--- config.mk ---
export PLATFORM = sky130hd
export DESIGN_NAME = inert_rdr
export DESIGN_NICKNAME = d
export VERILOG_FILES = /design/src/rtl/inert_rdr.sv
export SDC_FILE = /design/constraint.sdc
export NUM_CORES = 1
export LEC_CHECK = 0
export ABC_AREA = 1
export ABC_CLOCK_PERIOD_IN_PS = 16500
export CORE_ASPECT_RATIO = 0.75
export CORE_UTILIZATION = 35
export CTS_BUF_LIST = sky130_fd_sc_hd__clkbuf_8
export CTS_CLUSTER_SIZE = 16
export DETAILED_ROUTE_END_ITERATION = 8
export PLACE_DENSITY = 0.51
export SYNTH_ARGS = -nofsm -noshare
export SYNTH_HDL_FRONTEND = slang
export SYNTH_SLANG_ARGS = --single-unit
--- constraint.sdc ---
create_clock -name clk -period 16.5 [get_ports clk]
set_input_delay 3.3 -clock clk [delete_from_list [all_inputs] [get_ports clk]]
set_output_delay 3.3 -clock clk [all_outputs]
set_load 0.005 [all_outputs]
--- src/rtl/inert_rdr.sv ---
`default_nettype none
// inert_rdr: brings up the IMU over the SPI master, then on each data-ready interrupt
// reads pitch rate and Z-accel and updates a fused, integrated pitch estimate.
module inert_rdr #(
  parameter int          FAST_SIM       = 1,
  parameter logic [15:0] PTCH_RT_OFFSET = 16'h0050,
  parameter logic [15:0] AZ_OFFSET      = 16'h00A0
) (
  input  logic        clk,
  input  logic        rst,
  input  logic        INT,
  input  logic        done,
  input  logic [15:0] resp,
  output logic        snd,
  output logic [15:0] cmd,
  output logic        vld,
  output logic [15:0] ptch,
  output logic [15:0] ptch_rt
);

  typedef enum logic [3:0] {
    S_INIT_WAIT = 4'd0,
    S_INIT1     = 4'd1,
    S_INIT2     = 4'd2,
    S_INIT3     = 4'd3,
    S_INIT4     = 4'd4,
    S_IDLE      = 4'd5,
    S_RD_PL     = 4'd6,
    S_RD_PH     = 4'd7,
    S_RD_AZL    = 4'd8,
    S_RD_AZH    = 4'd9,
    S_UPD       = 4'd10
  } state_t;

  state_t      state_q;
  logic [15:0] tmr_q;
  logic        int_ff1_q, int_ff2_q;
  logic [7:0]  prl_q, prh_q, azl_q, azh_q;
  logic [26:0] integ_q;
  logic [15:0] ptch_q, ptch_rt_q, cmd_q;
  logic        snd_q, vld_q;

  logic               done_ok, tmr_hit, fuse_up_d;
  logic signed [15:0] ptch_rt_d, az_d;
  logic signed [25:0] prod_d, ptch_acc_d;
  logic [26:0]        integ_d;
  logic               resp_hi_unused;

  assign resp_hi_unused = ^resp[15:8];

  // A done coinciding with our own snd cycle cannot belong to this transaction.
  assign done_ok = done & ~snd_q;
  assign tmr_hit = (FAST_SIM != 0) ? (&tmr_q[8:0]) : (&tmr_q);

  always_comb begin
    ptch_rt_d  = $signed({prh_q, prl_q} - PTCH_RT_OFFSET);
    az_d       = $signed({azh_q, azl_q} - AZ_OFFSET);
    prod_d     = $signed({{10{az_d[15]}}, az_d}) * 26'sd327;
    ptch_acc_d = prod_d >>> 13;
    fuse_up_d  = ptch_acc_d > $signed({{10{ptch_q[15]}}, ptch_q});
    integ_d    = integ_q - {{11{ptch_rt_d[15]}}, ptch_rt_d}
               + (fuse_up_d ? 27'd1024 : 27'h7FF_FC00);
  end

  always_ff @(posedge clk or posedge rst) begin
    if (rst) begin
      state_q   <= S_INIT_WAIT;
      tmr_q     <= 16'd0;
      int_ff1_q <= 1'b0;
      int_ff2_q <= 1'b0;
      prl_q     <= 8'd0;
      prh_q     <= 8'd0;
      azl_q     <= 8'd0;
      azh_q     <= 8'd0;
      integ_q   <= 27'd0;
      ptch_q    <= 16'd0;
      ptch_rt_q <= 16'd0;
      cmd_q     <= 16'd0;
      snd_q     <= 1'b0;
      vld_q     <= 1'b0;
    end else begin
      int_ff1_q <= INT;
      int_ff2_q <= int_ff1_q;
      snd_q     <= 1'b0;
      vld_q     <= 1'b0;
      case (state_q)
        S_INIT_WAIT: begin
          tmr_q <= tmr_q + 16'd1;
          if (tmr_hit) begin
            state_q <= S_INIT1;
            snd_q   <= 1'b1;
            cmd_q   <= 16'h0D02;
          end
        end
        S_INIT1: if (done_ok) begin
          state_q <= S_INIT2;
          snd_q   <= 1'b1;
          cmd_q   <= 16'h1053;
        end
        S_INIT2: if (done_ok) begin
          state_q <= S_INIT3;
          snd_q   <= 1'b1;
          cmd_q   <= 16'h1150;
        end
        S_INIT3: if (done_ok) begin
          state_q <= S_INIT4;
          snd_q   <= 1'b1;
          cmd_q   <= 16'h1460;
        end
        S_INIT4: if (done_ok) state_q <= S_IDLE;
        S_IDLE: if (int_ff2_q) begin
          state_q <= S_RD_PL;
          snd_q   <= 1'b1;
          cmd_q   <= 16'hA200;
        end
        S_RD_PL: if (done_ok) begin
          prl_q   <= resp[7:0];
          state_q <= S_RD_PH;
          snd_q   <= 1'b1;
          cmd_q   <= 16'hA300;
        end
        S_RD_PH: if (done_ok) begin
          prh_q   <= resp[7:0];
          state_q <= S_RD_AZL;
          snd_q   <= 1'b1;
          cmd_q   <= 16'hAC00;
        end
        S_RD_AZL: if (done_ok) begin
          azl_q   <= resp[7:0];
          state_q <= S_RD_AZH;
          snd_q   <= 1'b1;
          cmd_q   <= 16'hAD00;
        end
        S_RD_AZH: if (done_ok) begin
          azh_q   <= resp[7:0];
          state_q <= S_UPD;
        end
        S_UPD: begin
          integ_q   <= integ_d;
          ptch_q    <= integ_d[26:11];
          ptch_rt_q <= ptch_rt_d;
          vld_q     <= 1'b1;
          state_q   <= S_IDLE;
        end
        default: state_q <= S_INIT_WAIT;
      endcase
    end
  end

  assign snd     = snd_q;
  assign cmd     = cmd_q;
  assign vld     = vld_q;
  assign ptch    = ptch_q;
  assign ptch_rt = ptch_rt_q;

endmodule
`default_nettype wire

==> impl_metrics.tcl, run 1 <==
set metrics [dict create \
    path_class "register to register" \
    yosysSeqAreaShare 0.258 \
    hold_class "register to register" \
    fmax_ghz 0.0980 \
    cts_sinks 102 \
    die-area_um2 28900 \
    yosys.area_share.simple 0.199 \
    hold_viol 0 \
    startpoint_type "register" \
    drv_cap 0 \
    synth_top_family_by_area "adder cells" \
    core-area_um2 27300 \
    die_w_um 196 \
    synth_area_um2 9880 \
    drt_iter0_drc 414 \
    r2r-end "integ_q[26]" \
    grt_usage 0.174 \
    yosys_warnings 0 \
    use_met2 0.256 \
    routed_wl_mm 23.9 \
    remaining_drc_errors 0 \
    cts_buffer_depth 2 \
    maxSlewViolCount 0 \
    hold_buffers 0 \
    area_growth_pct 10.7 \
    post_cts_buffers 0 \
    grt_setup_unrepaired "no" \
    max_slew.worst_pin.slew_ns 1.11 \
    nets 1477 \
    critPathMaxStageDelay_ns 0.80 \
    yosys-mux-area-fraction 0 \
    slowest_stage "nand3_1" \
    grt_use_met1 0.270 \
    critical-path-top-delay-family "adder cells" \
    r2r_cells 46 \
    wl_per_cell_um 14.7 \
    required_ns 16.78 \
    status "completed" \
    fillCellCount 2853 \
    cp.buffers_inverters 6 \
    whs_endpoint "int_ff2_q" \
    drive_gt1_frac 0.0534 \
    use_met3 0.0278 \
    num_vias 7796 \
    synthArstFlopShare 1.00 \
    slew_headroom 0.256 \
    synth_edf_count 0 \
    num_io_pins 70 \
    setup_viol 0 \
    synthXorXnorAreaFrac 0.0443 \
    cts_buffers 9 \
    synth-seq-cells 102 \
    synth_cell_types 49 \
    overflow 0 \
    antenna_found_initial 0 \
    grt_pass1_vias 7521 \
    end_kind "register" \
    ys.flop_type "dfrtp_1" \
    crit_fanout 16 \
    synth-compound-area-share 0.116 \
    period_share 0.618 \
    fin_crit_ns 10.20 \
    dr.pass1.iters 5 \
    cts_resized 0 \
    vias_per_cell 4.80 \
    syn_area_per_cell_um2 8.03 \
    r2r_start "azl_q[5]" \
    hold_depth 0 \
    clk_pin_slew_ns 0.11 \
    gp_congestion 0.879 \
    tns_ns 0 \
    grt_max_degree 77 \
    row_count 52 \
    post-route-util 0.400 \
    hold_start "int_ff1_q" \
    htree_levels 3 \
    root_buffer "clkbuf_8" \
    finClkSkew_ns 0.0168 \
    busiest_layer "met1" \
    grt_pass1_wl_mm 39.7 \
    stdcell_count 1625 \
    clk_latency_ns 0.39 \
    synthCells 1231 \
    antenna_left 0 \
    dp_hpwl_mm 19.7 \
    synth_fa_ha_area_frac 0.281 \
    io_buffers 57 \
    regToRegSetupSlack_ns 6.30 \
    critPathArrivalTime_ns 10.48 \
    num_antenna_cells 0 \
    cp_common_cell "nand2_1" \
    dp.cells 1609 \
    initial_core_util 0.362 \
    fp.dieH_um 148 \
    cts_tree "built" \
]
## Yosys cell counts (3+ instances only)
cell type | number | area share
clkbuf_1 | 10 | 0.0038
o21ai_1 | 5 | 0.0025
inv_2 | 5 | 0.0019
nand3_1 | 48 | 0.024
nor2_2 | 4 | 0.0025
nor4_1 | 7 | 0.0044
xor2_1 | 32 | 0.028
nand3b_1 | 3 | 0.0023
nor2_1 | 83 | 0.032
nand2_1 | 247 | 0.094
fa_1 | 57 | 0.12
inv_1 | 198 | 0.075
dfrtp_1 | 102 | 0.26
nand2_2 | 8 | 0.0051
xnor2_1 | 18 | 0.016
nor3_1 | 9 | 0.0046
or2_2 | 4 | 0.0025
or2_1 | 3 | 0.0019
a21o_1 | 6 | 0.0046
o21ai_2 | 6 | 0.0053
nand4_1 | 9 | 0.0057
ha_1 | 131 | 0.17
a31oi_1 | 5 | 0.0032
buf_4 | 22 | 0.017
o21bai_1 | 3 | 0.0023
a21oi_1 | 60 | 0.030
o31ai_1 | 3 | 0.0023
nand3_2 | 3 | 0.0030
o21ai_0 | 109 | 0.055
nor2_4 | 6 | 0.0068
## per-stage QoR
| stage | area, µm² | hold WS, ns | setup slack (ns) |
|---|---|---|---|
| after floorplan | 9890 | 0.331 | 8.00 |
| final | 10900 | 0.357 | 6.30 |
| after CTS | 10900 | 0.359 | 6.26 |
| after global routing | 10900 | 0.374 | 5.45 |
| after global placement | 10700 | 0.337 | 6.40 |
| after detailed placement | 10700 | 0.335 | 6.28 |
## how the worst max path moves through the flow
stage	slack, ns	to	start	cells past startpoint
global route	5.45	integ_q[20]	azl_q[5]	45
finish	6.30	integ_q[26]	azl_q[5]	46
floorplan	8.00	integ_q[19]	azl_q[5]	47
detailed placement	6.28	integ_q[15]	azl_q[5]	45
global placement	6.40	integ_q[21]	azl_q[5]	45
CTS	6.26	integ_q[19]	azl_q[5]	46
## logic make-up after synthesis
family / count (synthesis)
AOI/OAI and AO/OA: 208
buffers and inverters: 240
adders and majority gates: 188
DFF: 102
other: 1
and+or+nand+nor: 442
xor gates and xnor gates: 50
## layer usage
| metal | routed length, µm | share of wire |
|---|---|---|
| met3 | 785 | 0.033 |
| met4 | 129 | 0.0054 |
| met2 | 9760 | 0.41 |
| met5 | 0 | 0 |
| met1 | 13200 | 0.55 |
## cell usage in the layout, fill, tap and decap left out, types with 4 or more instances in the layout
master	n
a21o_1	6
a21oi_1	60
a31oi_1	5
clkbuf_8	10
clkdlybuf4s50_1	57
conb_1	4
dfrtp_1	102
fa_1	57
ha_1	131
inv_1	197
inv_2	5
nand2_1	247
nand2_2	8
nand3_1	48
nand4_1	9
nor2_1	82
nor2_2	5
nor2_4	6
nor3_1	9
nor4_1	7
o21ai_0	109
o21ai_1	5
o21ai_2	6
or2_2	4
xnor2_1	18
xor2_1	32
## final cells by class
cell class / instances / area [µm²] / area share
Sequential cell: 102 / 2550 / 0.233
Clock inverter: 6 / 98.8 / 0.00904
Timing Repair Buffer: 60 / 593 / 0.0542
Multi-Input combinational cell: 892 / 6350 / 0.580
Tap cell: 351 / 439 / 0.0401
Clock buffer: 10 / 138 / 0.0126
Inverter: 204 / 771 / 0.0705
## flip-flops by register name, indices dropped and copies added, names as in the netlist
name,cells
azh_q,8
azl_q,8
cmd,10
int_ff1_q,1
int_ff2_q,1
integ_q,27
prh_q,8
prl_q,8
ptch_rt,16
snd,1
state_q,4
tmr_q,9
vld,1
Power of run 1 is left out: the tool's default activity adds up to more than one toggle a clock period on the data nets, which glitch-free logic cannot reach.
==> run 2: changes to the inputs <==
ABC_CLOCK_PERIOD_IN_PS = 9200   (was 16500)
PLACE_DENSITY = 0.53   (was 0.51)
clock period = 9.2 ns   (was 16.5 ns; I/O delays follow)
==> run 2 against run 1 <==
Against the previous run: core utilization grew 0.57 points; final cell count rose by 0.80%; critical path depth fell by 2; critical endpoint is now integ_q[18]; largest cell class unchanged; worst hold slack better by 0.0076 ns.
==> impl_metrics.tcl, run 2 (synthesized netlist as in run 1, its figures left out) <==
set metrics [dict create \
    row_count 52 \
    clk_pin_slew_ns 0.11 \
    antenna_found_initial 0 \
    drv_cap 0 \
    largest_reg_flops 27 \
    clk_latency_ns 0.40 \
    area_growth_pct 12.3 \
    setup_viol 0 \
    antenna_left 0 \
    finClkSkew_ns 0.0221 \
    slew_headroom 0.446 \
    crit_start "azl_q[5]" \
    fmax_ghz 0.116 \
    place_area_um2 10800 \
    r2r_cells 44 \
    final_cell_mix "nand2_1, inv_1, ha_1" \
    critPathMaxStageDelay_ns 0.54 \
    max_slew.worst_pin.slew_ns 0.830 \
    wl_per_cell_um 14.3 \
    cts_sinks 102 \
    root_buffer "clkbuf_8" \
    core-area_um2 27300 \
    hold_start "int_ff1_q" \
    cp-endpoint "integ_q[18]" \
    crit_fanout 16 \
    r2r_start "azl_q[5]" \
    grt_setup_unrepaired "yes" \
    num_vias 7741 \
    cts_tree "built" \
    end_kind "register" \
    period_share 0.936 \
    regMostFlops "integ_q" \
    grt_pass1_wl_mm 39.3 \
    fin_crit_ns 8.61 \
    num_antenna_cells 0 \
    gp_congestion 0.911 \
    grt_max_degree 60 \
    cts_buffer_depth 2 \
    cts_buffers 9 \
    nets 1490 \
    critPathArrivalTime_ns 8.86 \
    required_ns 9.45 \
    remaining_drc_errors 0 \
    final_area_um2 11100 \
    path_class "register to register" \
    dr.pass1.iters 5 \
    fp.dieH_um 148 \
    status "completed" \
    io_buffers 57 \
    die-area_um2 28900 \
    drive_gt1_frac 0.0769 \
    hold_viol 0 \
    grt_pass1_vias 7457 \
    routed_wl_mm 23.5 \
    overflow 0 \
    hold_class "register to register" \
    die_w_um 196 \
    cp_common_cell "nand2_1" \
    slowest_stage "fa_1" \
    htree_levels 3 \
    grt_usage 0.171 \
    layout_commonest_cell "nand2_1" \
    vias_per_cell 4.73 \
    r2r-end "integ_q[18]" \
    regToRegSetupSlack_ns 0.59 \
    drt_iter0_drc 414 \
    num_io_pins 70 \
    maxSlewViolCount 0 \
    startpoint_type "register" \
    post_cts_buffers 0 \
    initial_core_util 0.362 \
    dp_hpwl_mm 19.2 \
]
==> run 2: what timing repair did <==
| item | in CTS | in global routing |
|---|---|---|
| setup endpoints to repair | 0 | 12 |
| hold buffers | 0 | 0 |
| gates resized for setup | 0 | 21 |
==> run 2: layer usage <==
metal	up-vias	wire length [µm]	track usage
met5	-	0	0
met3	11	764	0.0262
met4	0	125	0.0215
met2	104	9430	0.244
li1	4045	-	-
met1	3581	13100	0.272
==> run 2: how the worst min path moves through the flow <==
stage                            to  slack (ns)  cells past startpoint
after global placement    int_ff2_q        0.33                      0
after CTS                 int_ff2_q        0.37                      0
after detailed placement  int_ff2_q        0.34                      0
after global routing      int_ff2_q        0.37                      0
after floorplan           int_ff2_q        0.33                      0
final                     int_ff2_q        0.36                      0
==> run 2: cell type report <==
| cell class | instances | area [µm²] |
|---|---|---|
| fill | 2816 | 16200 |
| multi-input combinational | 892 | 6440 |
| sequential | 102 | 2550 |
| inverter | 204 | 771 |
| timing repair buffer | 73 | 703 |
| tap | 351 | 439 |
| clock buffer | 9 | 124 |
| clock inverter | 7 | 68.8 |
==> run 2: worst max-delay path, delay by kind of cell (launching register included) <==
family          cells  cell delay [ns]
xor+xnor            2             0.66
simple gates       16             1.64
flops               1             0.39
compound gates      9             1.50
buf+inv             8             0.66
fa+ha+maj           9             3.60
==> run 2: per-stage QoR <==
stage	TNS, ns	util	cells	hold WS, ns	setup slack (ns)
after detailed placement	0	0.396	1622	0.340	0.408
final	0	0.406	1638	0.364	0.592
after CTS	0	0.403	1638	0.365	0.382
after global routing	-0.0751	0.406	1638	0.372	-0.0210
after floorplan	0	-	1234	0.331	0.700
after global placement	0	0.396	1622	0.334	0.569
Power of run 2 is left out for the same reason.
==> run 3: changes to the inputs <==
CORE_MARGIN = 4   (was unset)
==> run 3 against run 2 <==
Against the previous run: global-route usage shrank 1.4 points; critical path depth is the same; largest cell class unchanged; sequential share of layout area shrank 0.20 points; highest routed layer unchanged; core utilization grew 0.25 points; routed wire length grew 2.1%; fmax grew 0.28%; critical path type unchanged.
==> impl_metrics.tcl, run 3 (synthesized netlist as in run 1, its figures left out) <==
set metrics [dict create \
    root_buffer "clkbuf_8" \
    drv_cap 0 \
    r2r-end "integ_q[19]" \
    fmax_ghz 0.116 \
    maxSlewViolCount 0 \
    drt_iter0_drc 375 \
    critPathArrivalTime_ns 8.85 \
    post-route-util 0.409 \
    routed_wl_mm 24.0 \
    vias_per_cell 4.69 \
    cts_buffers 9 \
    num_io_pins 70 \
    path_class "register to register" \
    num_antenna_cells 0 \
    final_cell_mix "nand2_1, inv_1, ha_1" \
    finClkSkew_ns 0.0166 \
    end_kind "register" \
    antenna_found_initial 0 \
    initial_core_util 0.361 \
    cts_buffer_depth 2 \
    antenna_left 0 \
    crit_fanout 16 \
    core-area_um2 27400 \
    cts_sinks 102 \
    wl_per_cell_um 14.4 \
    critical-path-top-delay-family "adder cells" \
    setup_viol 0 \
    period_share 0.933 \
    cp_common_cell "nand2_1" \
    dp_hpwl_mm 19.7 \
    stdcell_count 1663 \
    hold_depth 0 \
    dp.cells 1646 \
    io_buffers 57 \
    slew_headroom 0.429 \
    hold_class "register to register" \
    fin_crit_ns 8.58 \
    required_ns 9.47 \
    die_w_um 202 \
    regToRegSetupSlack_ns 0.62 \
    grt_usage 0.156 \
    cp.buffers_inverters 6 \
    startpoint_type "register" \
    tns_ns 0 \
    die-area_um2 31000 \
    fp.dieH_um 154 \
    clk_latency_ns 0.40 \
    area_growth_pct 13.2 \
    fillCellCount 2820 \
    overflow 0 \
    slowest_stage "fa_1" \
    hold_start "int_ff1_q" \
    grt_max_degree 61 \
    status "completed" \
    num_vias 7806 \
    regMostFlops "integ_q" \
    remaining_drc_errors 0 \
    hold_buffers 0 \
    gp_congestion 0.871 \
    clk_pin_slew_ns 0.11 \
    layout_commonest_cell "nand2_1" \
    r2r_start "azl_q[5]" \
    hold_slack_ns 0.367 \
    nets 1488 \
    largest_reg_flops 27 \
    cts_tree "built" \
    row_count 52 \
    grt_setup_unrepaired "yes" \
    grt_pass1_wl_mm 39.9 \
    drive_gt1_frac 0.0840 \
    whs_endpoint "int_ff2_q" \
    grt_pass1_vias 7540 \
    hold_viol 0 \
    htree_levels 3 \
    dr.pass1.iters 5 \
    critPathMaxStageDelay_ns 0.58 \
    r2r_cells 44 \
    max_slew.worst_pin.slew_ns 0.854 \
]
[run 3: changes by cell type in the layout (fill, tap and decap cells not counted), moves of 2 or more]
cell / previous run / this run
nor4_1: 6 / 4
xor2_1: 30 / 32
nor4_2: 1 / 3
nand2_2: 9 / 11
buf_4: 15 / 13
nand2_1: 246 / 244
xor2_2: 2 / 0
ha_1: 129 / 124
ha_4: 1 / 4
ha_2: 1 / 3
[run 3: cell type report]
| cell class | count | area, µm² | share of cell area |
|---|---|---|---|
| Timing Repair Buffer | 71 | 688 | 0.0615 |
| Tap cell | 378 | 473 | 0.0423 |
| Clock buffer | 10 | 138 | 0.0123 |
| Sequential cell | 102 | 2550 | 0.228 |
| Clock inverter | 6 | 57.6 | 0.00514 |
| Inverter | 204 | 771 | 0.0689 |
| Multi-Input combinational cell | 892 | 6510 | 0.582 |
[run 3: stage by stage]
step	instance area [µm²]	worst slack, ns
final	11200	0.616
after CTS	11000	0.321
after floorplan	9890	0.700
after detailed placement	10800	0.351
after global placement	10800	0.516
after global routing	11200	-0.0558
[run 3: how the worst max path moves through the flow]
stage              from           to  slack [ns]  depth (start not counted)
2_1_floorplan  azl_q[5]  integ_q[19]        0.70                         47
3_3_place_gp   azl_q[5]  integ_q[19]        0.52                         47
3_5_place_dp   azl_q[5]  integ_q[19]        0.35                         47
4_1_cts        azl_q[5]  integ_q[19]        0.32                         47
5_1_grt        azl_q[5]  integ_q[22]       -0.06                         46
6_report       azl_q[5]  integ_q[19]        0.62                         44
[run 3: metal layers]
metal | vias up | part of all wire | GRT usage
met3 | 12 | 0.032 | 0.0240
met1 | 3631 | 0.55 | 0.250
met4 | 0 | 0.0054 | 0.0195
li1 | 4041 | - | -
met2 | 122 | 0.41 | 0.226
met5 | - | 0 | 0
[run 3: timing repair]
item,4_1_cts,5_1_grt
buffers inserted,0,1
setup endpoints to repair,0,14
resized for setup,0,37
Power of run 3 is left out for the same reason.
